## src/rtl/spike_ctrl.sv

```systemverilog
// spike_ctrl: trains an adaptive spike threshold, then qualifies, counts and timestamps detector spikes.
// Optional SPIKE_CTRL_MANUAL_THR_EN adds manual_en/manual_thr to bypass training.
module spike_ctrl #(
  parameter int LOG2_TRAIN    = 4,
  parameter int GAIN_SHIFT    = 2,
  parameter int REFRAC_CYCLES = 8,
  parameter int THR_MIN       = 16,
  parameter int THR_DEFAULT   = 10000
) (
  input  logic        clk,
  input  logic        rst,
`ifdef SPIKE_CTRL_MANUAL_THR_EN
  input  logic        manual_en,
  input  logic [15:0] manual_thr,
`endif
  input  logic        start,
  input  logic        stop,
  input  logic        sample_valid,
  input  logic [15:0] data_in,
  input  logic        spike_in,
  input  logic        evt_ready,
  output logic [15:0] threshold_out,
  output logic        det_en,
  output logic        busy,
  output logic        evt_valid,
  output logic [15:0] evt_time,
  output logic [15:0] spike_count,
  output logic        overrun
);
  typedef enum logic [1:0] {IDLE, TRAIN, CALC, RUN} state_t;
  localparam int AW = 16 + LOG2_TRAIN;

  state_t                state_q, state_d;
  logic [AW-1:0]         acc_q, acc_d;
  logic [LOG2_TRAIN-1:0] cnt_q, cnt_d;
  logic [15:0]           thr_q, thr_d;
  logic [15:0]           ts_q, ts_d;
  logic [7:0]            refrac_q, refrac_d;
  logic                  evt_valid_q, evt_valid_d;
  logic [15:0]           evt_time_q, evt_time_d;
  logic [15:0]           spike_count_q, spike_count_d;
  logic                  overrun_q, overrun_d;
  logic [15:0]           mag, mean, thr_calc;
  logic [35:0]           t;
  logic                  qual;

  always_comb begin
    mag = data_in[15] ? 16'(16'd0 - data_in) : data_in;
    mean = acc_q[AW-1:LOG2_TRAIN];
    t = (36'(mean) * 36'(mean)) << GAIN_SHIFT;
    thr_calc = t > 36'd32767 ? 16'd32767 : t < 36'(THR_MIN) ? 16'(THR_MIN) : t[15:0];
    qual = state_q == RUN && spike_in && refrac_q == 8'd0;
    state_d = state_q;
    acc_d = acc_q;
    cnt_d = cnt_q;
    thr_d = thr_q;
    ts_d = ts_q;
    refrac_d = refrac_q;
    evt_valid_d = evt_valid_q && !evt_ready;
    evt_time_d = evt_time_q;
    spike_count_d = spike_count_q;
    overrun_d = overrun_q;
    case (state_q)
      IDLE: if (start) begin
        state_d = TRAIN;
        acc_d = '0;
        cnt_d = '0;
        spike_count_d = '0;
        overrun_d = 1'b0;
        ts_d = '0;
`ifdef SPIKE_CTRL_MANUAL_THR_EN
        if (manual_en) begin
          state_d = RUN;
          thr_d = manual_thr[15] ? 16'd0 : manual_thr;
        end
`endif
      end
      TRAIN: if (sample_valid) begin
        acc_d = acc_q + AW'(mag);
        cnt_d = cnt_q + LOG2_TRAIN'(1);
        state_d = &cnt_q ? CALC : TRAIN;
      end
      CALC: begin
        thr_d = thr_calc;
        state_d = RUN;
      end
      default: begin
        ts_d = ts_q + 16'd1;
        refrac_d = refrac_q != 8'd0 ? refrac_q - 8'd1 : 8'd0;
      end
    endcase
    // a free slot exists if nothing is pending or the pending event leaves this cycle
    if (qual) begin
      refrac_d = 8'(REFRAC_CYCLES);
      spike_count_d = &spike_count_q ? spike_count_q : spike_count_q + 16'd1;
      if (!evt_valid_q || evt_ready) begin
        evt_valid_d = 1'b1;
        evt_time_d = ts_q;
      end else
        overrun_d = 1'b1;
    end
    if (state_q == RUN && stop) begin
      state_d = IDLE;
      refrac_d = '0;
    end
  end

  always_ff @(posedge clk or posedge rst) begin
    if (rst) begin
      state_q <= IDLE;
      acc_q <= '0;
      cnt_q <= '0;
      thr_q <= 16'(THR_DEFAULT);
      ts_q <= '0;
      refrac_q <= '0;
      evt_valid_q <= 1'b0;
      evt_time_q <= '0;
      spike_count_q <= '0;
      overrun_q <= 1'b0;
    end else begin
      state_q <= state_d;
      acc_q <= acc_d;
      cnt_q <= cnt_d;
      thr_q <= thr_d;
      ts_q <= ts_d;
      refrac_q <= refrac_d;
      evt_valid_q <= evt_valid_d;
      evt_time_q <= evt_time_d;
      spike_count_q <= spike_count_d;
      overrun_q <= overrun_d;
    end
  end

  assign threshold_out = thr_q;
  assign det_en = state_q == RUN;
  assign busy = state_q != IDLE;
  assign evt_valid = evt_valid_q;
  assign evt_time = evt_time_q;
  assign spike_count = spike_count_q;
  assign overrun = overrun_q;
endmodule

```

## config.mk

```make
export PLATFORM = sky130hd
export DESIGN_NAME = spike_ctrl
export DESIGN_NICKNAME = d
export VERILOG_FILES = /design/src/rtl/spike_ctrl.sv
export SDC_FILE = /design/constraint.sdc
export NUM_CORES = 1
export LEC_CHECK = 0
export CORE_AREA = 8 8 179 181
export CTS_CLUSTER_SIZE = 28
export DETAILED_ROUTE_END_ITERATION = 16
export DIE_AREA = 0 0 187 189
export GPL_ROUTABILITY_DRIVEN = 0
export HOLD_SLACK_MARGIN = 0.05
export PLACE_DENSITY = 0.63
export SYNTH_ARGS = -nofsm -noshare
export SYNTH_HDL_FRONTEND = slang
export SYNTH_SLANG_ARGS = --single-unit
export TNS_END_PERCENT = 50
```

## constraint.sdc

```tcl
create_clock -name clk -period 8.54 [get_ports clk]
set_input_delay 1.281 -clock clk [delete_from_list [all_inputs] [get_ports clk]]
set_output_delay 1.281 -clock clk [all_outputs]
set_load 0.01 [all_outputs]
```

## Word-level counts from Yosys, hierarchy flattened

Index checks and enable logic that the tools add are counted.

| operators by class | value |
|---|---|
| $add $sub $neg | 6 |
| $mul | 1 |
| $lt $le $gt $ge | 2 |
| equality and inequality tests | 9 |
| mux-type cells | 29 |
| bitwise gates (word level) | 1 |
| reduce and logical (&&, ||, !) cells | 24 |

Operators with widths:

| kind | number |
|---|---|
| $mux 16 | 7 |
| $mux 20 | 2 |
| $pmux 20 s2 | 1 |
| $gt 34x15->1 const B | 1 |
| $lt 34x5->1 const B | 1 |
| $add 16x1->16 const B | 2 |
| $mul 16x16->32 | 1 |
| $mux 8 | 4 |
| $pmux 16 s2 | 1 |
| $add 20x16->20 | 1 |
| $reduce_and 16->1 | 1 |
| $sub 1x16->16 const A | 1 |
| $reduce_and 3->1 | 3 |
| $logic_not 8->1 | 1 |
| $mux 2 | 4 |
| $mux 4 | 2 |
| $pmux 4 s2 | 1 |
| $reduce_bool 2->1 | 4 |
| $reduce_bool 8->1 | 1 |
| $sub 8x1->8 const B | 1 |
| $mux 1 | 6 |
| $ne 2x2->1 const B | 3 |
| $ne 3x3->1 const B | 2 |
| $pmux 2 s3 | 1 |
| other kinds (14) | 20 |

| storage, ports and cells | value |
|---|---|
| flip-flop bits (word level) | 100 |
| bits of input ports | 23 |
| output and inout port bits | 52 |
| word-level logic and storage cells | 82 |

## Longest topological paths before layout

Gate-level depths: netlist of run 1.

| logic depth | value |
|---|---|
| depth after elaboration | 5 |
| gate-level depth with buffers | 26 |
| gate-level depth less buffers | 24 |

## Worst setup path after synthesis of run 1

No wires, ideal clock.

| timing path | value |
|---|---|
| path type | reg-to-reg |
| from | register acc_q[8] |
| to | register thr_q[11] (netlist: threshold_out[11]) |
| setup time | 0.132 ns |
| data arrival time | 6.614 ns |
| data required time | 8.408 ns |
| setup slack | 1.794 ns |
| cell stages (with the launch flop) | 25 |
| buffers on the path | 4 |
| period minus slack after synthesis | 6.746 ns |
| cells stage by stage | dfrtp_1 clkbuf_1 clkbuf_1 nand2_1 fa_1 inv_1 fa_1 fa_1 fa_1 fa_1 inv_1 fa_1 inv_1 ha_1 clkbuf_1 a21o_1 a31oi_1 o21ai_0 a21oi_1 o21a_1 a21oi_1 or3b_4 nor4b_4 buf_6 a31oi_1 |

| between the ends | value |
|---|---|
| longest elaborated chain between the ends | 4 |
| elaborated cells on any way between the ends | 5 |
| those cells by class | mul: 1; order compare: 2; mux: 2 |

Ends and longest elaborated chain:

| item | line | text |
|---|---|---|
| from (decl) | 34 | `logic [AW-1:0] acc_q, acc_d;` |
| from (signal assigned) | 111 | `acc_q <= '0;` |
| from (signal assigned) | 122 | `acc_q <= acc_d;` |
| $mul 16x16->32 (*) | 50 | `t = (36'(mean) * 36'(mean)) << GAIN_SHIFT;` |
| $lt 34x5->1 | 51 | `thr_calc = t > 36'd32767 ? 16'd32767 : t < 36'(THR_MIN) ? 16'(THR_MIN) : t[15:0];` |
| $mux 16 | 51 |  |
| $mux 16 (*) | 51 |  |
| to (signal assigned) | 113 | `thr_q <= 16'(THR_DEFAULT);` |
| to (signal assigned) | 124 | `thr_q <= thr_d;` |
| to (decl) | 36 | `logic [15:0] thr_q, thr_d;` |

Every way passes the cells marked *; elsewhere a longest branch is shown, timed or not.
A chain may end at the register's enable or synchronous reset.

## Final worst setup path of run 1

| timing path | value |
|---|---|
| from | register acc_q[10] |
| to | register thr_q[2] (netlist: threshold_out[2]) |

Same word-level chain as after synthesis.

==> qor_table.md, run 1 <==
| Parameter | This run |
|---|---|
| Type of the tightest min-delay check | register to register |
| Remaining Overflow, GRT | 0 |
| Number of remaining DRC errors | 0 |
| Average detailed-routed wire length per instance | 16.4 µm |
| Final critical-path share of the clock period | 89.0% |
| Worst-case register-to-register setup slack | 0.94 ns |
| Startpoint of the worst register-to-register path | acc_q[10] |
| Port Buffer Count | 74 |
| Transition time of the tightest slew-check pin | 1.00 ns |
| Critical R2R Capture | threshold_out[2] |
| Post-route minimum period | 7.60 ns |
| Mean number of vias per cell | 5.28 |
| Initial antenna violation count | 3 |
| Ranking of synthesized cells by area | fa_1, dfrtp_1, ha_1 |
| Mapped Avg Cell Area | 9.04 µm² |
| Number of placed I/O pins | 75 |
| Hold-fix buffers, CTS | 0 |
| Setup crit start kind | register |
| Post-synthesis net count | 1742 |
| DIE WIDTH | 187 µm |
| Post-route cell area | 0.0143 mm² |
| Total via count after detailed routing | 9855 |
| Worst setup EP type | register |
| 1st-iter DRT viols | 505 |
| Fill cell instance count of the final layout | 2756 |
| Number of buffers on the longest clock path | 2 |
| Number of nets with antenna violations after routing | 0 |
| Max-cap violations | 0 |
| Number of pins exceeding their max-slew limit in the final report | 0 |
| Area share of the leading cell type in the synthesized netlist | 25.4% |
| Met1 layer usage reported by global route | 22.9% |
| Clock transition at the registers of the reported paths | 0.07 ns |
| Pre-Repair DR Iteration Count | 5 |
| Total routed wirelength | 30700 µm |
| Number of cell instances on the worst register-to-register path | 20 |
| RSZ-0062 raised after global routing | false |
| CTS tree | done |
| Final-report hold violation count | 0 |
| Resize count post-CTS | 0 |
| Wire length of the first global-routing pass | 52300 µm |
| Required time worst endpoint | 8.73 ns |
| Share of post-route cells with drive strength above 1 | 4.67% |
| WP data arrival | 7.79 ns |
| Number of clock sinks seen by CTS | 98 |
| Max Fanout on Critical Path | 19 |
| Number of H-tree branching levels | 3 |
| Half-perimeter wire length of the detailed placement result | 24500 µm |
| Category of the most critical setup path | register to register |
| Post-CTS repair timing setup buffer count | 0 |
| Synthesis-to-layout area growth | 11.0% |
| Final net count | 1785 |
| Height of the die | 189 µm |
| Number of library cell types mapped by synthesis | 74 |
| GRT Max-Usage Layer | met2 |
| Max-slew headroom | 33.0% |
| Post-synthesis instance area | 0.0129 mm² |
| Share of the yosys chip area belonging to registers | 19.0% |
| Vias in the first global route | 10.5k |
| Number of cells on the worst hold path | 2 |
| Die outline area | 0.0353 mm² |
| Number of standard cells after synthesis | 1429 |
| Global routing met3 resource utilization | 2.52% |
| Post-synth EDFFs | 0 |
| Total GRT Usage | 17.9% |
| Maximum number of pins on one net before global-route repair | 59 |
| Area after DPL | 0.0140 mm² |
| Max Clk Rate | 0.132 GHz |
| Launch instance of the worst min-delay path | evt_time[10] |
| Post-synthesis cell type with the largest combined area | fa_1 |
| GR met2 Demand/Resource | 31.5% |
| Sink of the worst hold path | evt_time[10] |
| Synth Flop Type | dfrtp_1 |
| Outcome | complete, no violations |
| Diode count | 0 |
| Count of standard-cell rows | 63 |
| FFs w/ async S/R, synth | 100% |
| Number of CTS-inserted buffers | 9 |
| Total of flip-flops plus latches after synthesis | 98 |
| Worst Skew | 0.0116 ns |
| Final setup violation count | 0 |
| Initial core utilization | 44.2% |
| Standard cell core area | 0.0292 mm² |
| Clock latency at the later pin of the worst-skew pair | 0.36 ns |
| Clock tree root driver cell | clkbuf_16 |
| Sum of negative setup slack | 0 ns |
| Synthesis warning total | 0 |
[critical path, cell delays in order (launching register included)]
cell and delay [ns]:
dfrtp_1 0.97, nand2_1 0.27, fa_1 0.60, inv_1 0.05, fa_1 0.48, fa_1 0.54, fa_1 0.53, fa_1 0.55
inv_1 0.05, fa_1 0.55, inv_1 0.05, ha_1 0.38, a21o_1 0.22, a21oi_2 0.20, o21ai_0 0.18, a211oi_1 0.26
a221oi_1 0.09, nor4_1 0.36, nand4b_1 0.20, nor4b_4 0.72, a31oi_1 0.18
[synthesized netlist by cell type (all sizes together) (12+ instances only)]
cell / n
o21ai: 56
nand4: 14
clkbuf: 49
nand2b: 17
or3: 13
and2: 49
a21oi: 50
dfrtp: 93
ha: 126
inv: 259
xnor2: 44
and3: 12
xor2: 29
nand3: 48
fa: 164
a31oi: 20
a21o: 19
nand2: 121
nor2: 83
mux2: 18
nor3: 18
[worst max-delay path by stage]
stage | start | end | slack [ns] | depth (start not counted)
3_3_place_gp | acc_q[10] | threshold_out[6] | 1.20 | 20
3_5_place_dp | acc_q[10] | threshold_out[2] | 0.99 | 20
2_1_floorplan | acc_q[8] | threshold_out[11] | 1.79 | 24
6_report | acc_q[10] | threshold_out[2] | 0.94 | 20
5_1_grt | acc_q[10] | threshold_out[2] | 0.61 | 20
4_1_cts | acc_q[10] | threshold_out[2] | 0.96 | 20
[per-stage QoR]
stage | utilization [%] | setup WS (ns) | std cells | hold WS [ns]
6_report | 49.0 | 0.938 | 1867 | 0.491
5_1_grt | 49.0 | 0.613 | 1867 | 0.510
4_1_cts | 49.0 | 0.961 | 1867 | 0.495
3_5_place_dp | 47.9 | 0.988 | 1851 | 0.482
3_3_place_gp | 47.9 | 1.20 | 1851 | 0.468
2_1_floorplan | - | 1.79 | 1429 | 0.467
[per-layer routing]
layer  routed length, µm  vias up
met1               13800     4900
met2               15200      171
met4                 636        6
met3                 987       49
li1                    -     4729
met5                  34        -
[area by class of cell]
type	count	area, µm²	share of cell area [%]
multi-input combinational	1019	9270	64.6
tap	390	488	3.40
clock inverter	7	100	0.698
clock buffer	9	225	1.57
timing repair buffer	85	823	5.74
inverter	259	975	6.80
sequential	98	2460	17.1
[cell families (layout without fill, tap and decap cells)]
logic type / count (synthesis) / after routing / share of synthesized area (%)
and+or+nand+nor: 414 / 414 / 16.1
adders and majority gates: 290 / 290 / 37.6
AOI/OAI and AO/OA: 216 / 216 / 10.9
buffers and inverters: 312 / 360 / 9.19
DFF: 98 / 98 / 19.0
xor gates and xnor gates: 73 / 73 / 4.95
muxes: 26 / 26 / 2.19
[state kept, by name, indices dropped and copies added (netlist names)]
name           count
acc_q             20
cnt_q              4
evt_time          16
evt_valid          1
overrun            1
refrac_q           8
spike_count       16
state_q            2
threshold_out     14
ts_q              16
[placed cells by master (no fill, tap or decap), types with 44 or more instances in the layout]
cell type,netlist,routed
dfrtp_1,93,93
ha_1,126,126
clkdlybuf4s50_1,0,74
nand3_1,48,48
inv_1,259,258
nand2_1,121,121
fa_1,164,164
o21ai_0,53,53
a21oi_1,49,49
and2_1,49,49
nor2_1,83,83
xnor2_1,44,44
Power of run 1 is left out: the tool's default activity adds up to more than one toggle a clock period on the data nets, which glitch-free logic cannot reach.
==> run 2: changes to the inputs <==
Settings changed: CTS_BUF_LIST set to sky130_fd_sc_hd__clkbuf_8, GPL_ROUTABILITY_DRIVEN 0 to not set.
==> qor_table.md, run 2 (same netlist as run 1, synthesis figures left out) <==
| Parameter | This run | Change |
|---|---|---|
| Outcome | complete, no violations |  |
| Total GRT Usage | 17.8% | -0.071 points |
| Final-report hold violation count | 0 | unchanged |
| Remaining Overflow, GRT | 0 | unchanged |
| Number of remaining DRC errors | 0 | unchanged |
| Number of placed I/O pins | 75 | unchanged |
| DIE WIDTH | 187 µm | unchanged |
| Area of all sequential standard cells | 0.00246 mm² | unchanged |
| Hold-fix buffers, CTS | 0 | unchanged |
| Number of H-tree branching levels | 3 | unchanged |
| Share of post-route cells with drive strength above 1 | 4.67% | unchanged |
| Mean number of vias per cell | 5.27 | about the same |
| Number of buffers on the longest clock path | 2 | unchanged |
| Launch instance of the worst min-delay path | threshold_out[9] |  |
| RSZ-0062 raised after global routing | false |  |
| Sum of negative setup slack | 0 ns | unchanged |
| Critical path cell sequence | nand2_1, fa_1, inv_1, fa_1, fa_1, fa_1, fa_1, inv_1, fa_1, inv_1, ha_1, a21o_1, a21oi_2, o21ai_0, a211oi_1, a221oi_1, nor4_1, nand4b_1, nor4b_4, a31oi_1 |  |
| Max Fanout on Critical Path | 19 | unchanged |
| Final RePlAce weighted congestion | 0.842 |  |
| Total via count after detailed routing | 9846 | -0.091% |
| Resize count post-CTS | 0 | unchanged |
| Type of the tightest min-delay check | register to register |  |
| Diode count | 0 | unchanged |
| Category of the most critical setup path | register to register |  |
| Flip-flop count of the largest register, all copies and words added | 20 | unchanged |
| Average detailed-routed wire length per instance | 16.4 µm | -0.11% |
| Number of clock sinks seen by CTS | 98 | unchanged |
| CTS tree | done |  |
| Worst-case register-to-register setup slack | 0.96 ns | +0.02 ns |
| Largest stage delay on the critical path | 0.97 ns | about the same |
| Clock latency at the later pin of the worst-skew pair | 0.38 ns | +0.02 ns |
| Initial antenna violation count | 3 | unchanged |
| Clock transition at the registers of the reported paths | 0.11 ns | +0.04 ns |
| Number of nets with antenna violations after routing | 0 | unchanged |
| Initial core utilization | 44.2% | unchanged |
| Worst Skew | 0.0173 ns | +0.00563 ns |
| Post-CTS repair timing setup buffer count | 0 | unchanged |
| Most common cell after layout, fill and taps aside | inv_1 |  |
| Count of standard-cell rows | 63 | unchanged |
| Register containing the most flip-flops in the final layout | acc_q |  |
| Startpoint of the worst register-to-register path | acc_q[10] |  |
| Standard cell core area | 0.0292 mm² | unchanged |
| Final net count | 1785 | unchanged |
| Setup crit start kind | register |  |
| Sink of the worst hold path | threshold_out[9] |  |
| Number of cells on the worst hold path | 2 | unchanged |
| Height of the die | 189 µm | unchanged |
| Worst setup EP type | register |  |
| Fill cell instance count of the final layout | 2769 | +0.47% |
| Max-cap violations | 0 | unchanged |
| Critical R2R Capture | threshold_out[2] |  |
| Post-route cell area | 0.0142 mm² | -0.71% |
| Leading cell types in the layout, fill and taps excluded | inv_1, fa_1, ha_1, nand2_1, dfrtp_1 |  |
| Port Buffer Count | 74 | unchanged |
| Number of CTS-inserted buffers | 9 | unchanged |
| Total area of multi-input combinational cells | 0.00927 mm² | unchanged |
| Total routed wirelength | 30700 µm | -0.11% |
| Wire length of the first global-routing pass | 52100 µm | -0.26% |
| Maximum number of pins on one net before global-route repair | 59 | unchanged |
| Max Clk Rate | 0.132 GHz | +0.33% |
| Required time worst endpoint | 8.75 ns | +0.02 ns |
| Slowest cell on crit path | dfrtp_1 |  |
| Number of cell instances on the worst register-to-register path | 20 | unchanged |
| WP data arrival | 7.79 ns | about the same |
| Vias in the first global route | 10.5k | -0.35% |
| Transition time of the tightest slew-check pin | 0.993 ns | -0.00830 ns |
| Number of pins exceeding their max-slew limit in the final report | 0 | unchanged |
| Most common cell type on the critical path | fa_1 |  |
| Half-perimeter wire length of the detailed placement result | 24500 µm | unchanged |
| Synthesis-to-layout area growth | 10.2% |  |
| Final critical-path share of the clock period | 88.7% | -0.29 points |
| Post-route minimum period | 7.58 ns | -0.0249 ns |
| Die outline area | 0.0353 mm² | unchanged |
| Pre-Repair DR Iteration Count | 5 | unchanged |
| 1st-iter DRT viols | 542 | +7.3% |
| Clock tree root driver cell | clkbuf_8 |  |
| Area after DPL | 0.0140 mm² | unchanged |
| Final setup violation count | 0 | unchanged |
| Max-slew headroom | 33.5% | +0.56 points |
[run 2: cell count changes in the layout (fill, tap and decap cells not counted)]
cell,delta
clkbuf_16,-9
clkbuf_8,+9
[run 2: worst max-delay path, delay by kind of cell, from the launching register on]
kind | cells | cell delay (ns)
buffers and inverters | 3 | 0.15
AOI/OAI and AO/OA | 6 | 1.13
DFF | 1 | 0.97
adders and majority gates | 7 | 3.63
and+or+nand+nor | 4 | 1.54
[run 2: metrics by stage]
step	hold WS [ns]	setup WS, ns	instances	utilization (%)
2_1_floorplan	0.467	1.79	1429	-
3_3_place_gp	0.468	1.20	1851	47.9
3_5_place_dp	0.482	0.988	1851	47.9
4_1_cts	0.500	0.952	1867	48.7
5_1_grt	0.515	0.604	1867	48.7
6_report	0.497	0.963	1867	48.7
[run 2: final cells by class]
| cell class | count | area share [%] |
|---|---|---|
| Multi-Input combinational cell | 1019 | 65.1 |
| Sequential cell | 98 | 17.3 |
| Inverter | 259 | 6.84 |
| Timing Repair Buffer | 85 | 5.78 |
| Tap cell | 390 | 3.43 |
| Clock buffer | 9 | 0.870 |
| Clock inverter | 7 | 0.703 |
[run 2: worst max-delay path by stage]
stage	from	to	slack, ns	depth (start not counted)
2_1_floorplan	acc_q[8]	threshold_out[11]	1.79	24
3_3_place_gp	acc_q[10]	threshold_out[6]	1.20	20
3_5_place_dp	acc_q[10]	threshold_out[2]	0.99	20
4_1_cts	acc_q[10]	threshold_out[2]	0.95	20
5_1_grt	acc_q[10]	threshold_out[2]	0.60	20
6_report	acc_q[10]	threshold_out[2]	0.96	20
[run 2: metal layers]
metal | GRT usage, % | up-vias | part of all wire, % | wire [µm]
met5 | 0 | - | 0.11 | 35
met4 | 4.37 | 6 | 2.0 | 612
met3 | 2.43 | 52 | 3.4 | 1060
met2 | 31.3 | 165 | 49 | 15100
met1 | 22.9 | 4900 | 45 | 13800
li1 | - | 4723 | - | -
Power of run 2 is left out for the same reason.
==> run 3: changes to the inputs <==
--- a/config.mk
+++ b/config.mk
@@ -6,11 +6,11 @@
 export NUM_CORES = 1
 export LEC_CHECK = 0
-export CORE_AREA = 8 8 179 181
+export CORE_AREA = 8 8 237 239
 export CTS_BUF_LIST = sky130_fd_sc_hd__clkbuf_8
 export CTS_CLUSTER_SIZE = 28
 export DETAILED_ROUTE_END_ITERATION = 16
-export DIE_AREA = 0 0 187 189
+export DIE_AREA = 0 0 245 247
 export HOLD_SLACK_MARGIN = 0.05
-export PLACE_DENSITY = 0.63
+export PLACE_DENSITY = 0.41
 export SYNTH_ARGS = -nofsm -noshare
 export SYNTH_HDL_FRONTEND = slang
==> constraint.sdc (replaced) <==
create_clock -name clk -period 8.54 [get_ports clk]
set_input_delay 1.281 -clock clk [delete_from_list [all_inputs] [get_ports clk]]
set_output_delay 1.281 -clock clk [all_outputs]
set_load 0.05 [all_outputs]
==> qor_table.md, run 3 (same netlist as run 1, synthesis figures left out) <==
| Parameter | This run | Change |
|---|---|---|
| Register containing the most flip-flops in the final layout | acc_q |  |
| Fill cell instance count of the final layout | 5617 | +100% |
| Port Buffer Count | 74 | unchanged |
| Number of clock sinks seen by CTS | 98 | unchanged |
| Total routed wirelength | 34900 µm | +14% |
| Diode count | 0 | unchanged |
| Largest stage delay on the critical path | 0.92 ns | -0.05 ns |
| Die outline area | 0.0605 mm² | +71% |
| Setup crit start kind | register |  |
| Mean number of vias per cell | 4.45 | -16% |
| 1st-iter DRT viols | 444 | -18% |
| Number of H-tree branching levels | 3 | unchanged |
| Transition time of the tightest slew-check pin | 1.00 ns | +0.00716 ns |
| CTS tree | done |  |
| Final-report hold violation count | 0 | unchanged |
| Maximum number of pins on one net before global-route repair | 51 | -14% |
| Resize count post-CTS | 0 | unchanged |
| Type of the tightest min-delay check | register to register |  |
| Category of the most critical setup path | register to register |  |
| Clock transition at the registers of the reported paths | 0.12 ns | about the same |
| Final net count | 1790 | +0.28% |
| Count of standard-cell rows | 84 | +33% |
| Clock tree root driver cell | clkbuf_8 |  |
| Hold-fix buffers, CTS | 0 | unchanged |
| Post-CTS repair timing setup buffer count | 0 | unchanged |
| Area of all sequential standard cells | 0.00246 mm² | unchanged |
| Clock latency at the later pin of the worst-skew pair | 0.40 ns | +0.02 ns |
| Share of post-route cells with drive strength above 1 | 4.99% | +0.32 points |
| Number of pins exceeding their max-slew limit in the final report | 0 | unchanged |
| Number of remaining DRC errors | 0 | unchanged |
| Remaining Overflow, GRT | 0 | unchanged |
| Post-route minimum period | 7.64 ns | +0.0659 ns |
| Initial antenna violation count | 0 | -3 |
| Pre-Repair DR Iteration Count | 5 | unchanged |
| Standard cell core area | 0.0522 mm² | +79% |
| Outcome | complete, no violations |  |
| Final critical-path share of the clock period | 89.5% | +0.77 points |
| Sum of negative setup slack | 0 ns | unchanged |
| Number of placed I/O pins | 75 | unchanged |
| Vias in the first global route | 10.1k | -3.4% |
| Final setup violation count | 0 | unchanged |
| Wire length of the first global-routing pass | 56600 µm | +8.6% |
| Worst setup EP type | register |  |
| Synthesis-to-layout area growth | 13.2% |  |
| Initial core utilization | 24.7% | -19 points |
| Total area of multi-input combinational cells | 0.00927 mm² | unchanged |
| Total GRT Usage | 11.6% | -6.2 points |
| DIE WIDTH | 245 µm | +31% |
| Worst Skew | 0.0316 ns | +0.0143 ns |
| WP data arrival | 7.87 ns | +0.08 ns |
| Max-slew headroom | 33.1% | -0.48 points |
| Number of buffers on the longest clock path | 2 | unchanged |
| Required time worst endpoint | 8.76 ns | about the same |
| Critical path cell sequence | nand2_1, inv_1, fa_1, fa_1, fa_1, fa_1, fa_1, inv_1, fa_1, inv_1, ha_1, a21o_1, a21oi_2, o21ai_0, a221oi_1, o21bai_1, mux2_2, a21oi_1, nor4b_4, a31oi_1 |  |
| Leading cell types in the layout, fill and taps excluded | inv_1, fa_1, ha_1, nand2_1, dfrtp_1 |  |
| Flip-flop count of the largest register, all copies and words added | 20 | unchanged |
| Total via count after detailed routing | 9650 | -2.0% |
| Max Fanout on Critical Path | 20 | +1 |
| Max-cap violations | 0 | unchanged |
| Average detailed-routed wire length per instance | 16.1 µm | -2.0% |
| Number of nets with antenna violations after routing | 0 | unchanged |
| Most common cell after layout, fill and taps aside | inv_1 |  |
| Final RePlAce weighted congestion | 0.791 | -6.1% |
| Most common cell type on the critical path | fa_1 |  |
| Max Clk Rate | 0.131 GHz | -0.86% |
| Number of CTS-inserted buffers | 9 | unchanged |
| RSZ-0062 raised after global routing | false |  |
| Slowest cell on crit path | dfrtp_1 |  |
| Half-perimeter wire length of the detailed placement result | 28400 µm | +16% |
| Height of the die | 247 µm | +31% |
-- run 3: layout make-up --
class,count,share of cell area (%)
Clock buffer,9,0.847
Clock inverter,7,0.471
Inverter,259,6.67
Multi-Input combinational cell,1019,63.4
Sequential cell,98,16.8
Tap cell,688,5.89
Timing Repair Buffer,90,5.89
-- run 3: worst paths after layout --
| check | startpoint | end | slack [ns] | depth (start not counted) |
|---|---|---|---|---|
| min in group asynchronous | rst | spike_count[6] | 1.30 | 2 |
| setup / recovery | acc_q[8] | threshold_out[12] | 0.90 | 20 |
| setup reg to reg | acc_q[8] | threshold_out[12] | 0.90 | 20 |
| max in group asynchronous | rst | ts_q[5] | 6.07 | 3 |
| hold / removal | threshold_out[9] | threshold_out[9] | 0.50 | 2 |
| hold reg to reg | threshold_out[9] | threshold_out[9] | 0.50 | 2 |
-- run 3: layer usage --
layer / vias to the layer above / track usage, % / wire (µm)
li1: 4737 / - / -
met2: 88 / 19.6 / 16700
met1: 4808 / 16.2 / 17000
met5: - / 0 / 0
met3: 17 / 1.32 / 963
met4: 0 / 1.74 / 272
-- run 3: stage by stage --
stage	std cells	hold slack [ns]	area, µm²	utilization [%]	setup WS [ns]
2_1_floorplan	1429	0.467	12900	-	1.79
4_1_cts	2170	0.500	14600	28.0	0.820
6_report	2170	0.498	14600	28.0	0.897
5_1_grt	2170	0.538	14600	28.0	0.426
3_5_place_dp	2154	0.483	14400	27.6	0.891
3_3_place_gp	2154	0.487	14400	27.6	0.955
-- run 3: worst max-delay path: cells and delay by family (launching register included) --
kind,cells,cell delay [ns]
compound gates,7,1.54
fa+ha+maj,7,3.53
buf+inv,3,0.25
flops,1,0.92
mux,1,0.28
simple gates,2,0.92
Power of run 3 is left out for the same reason.
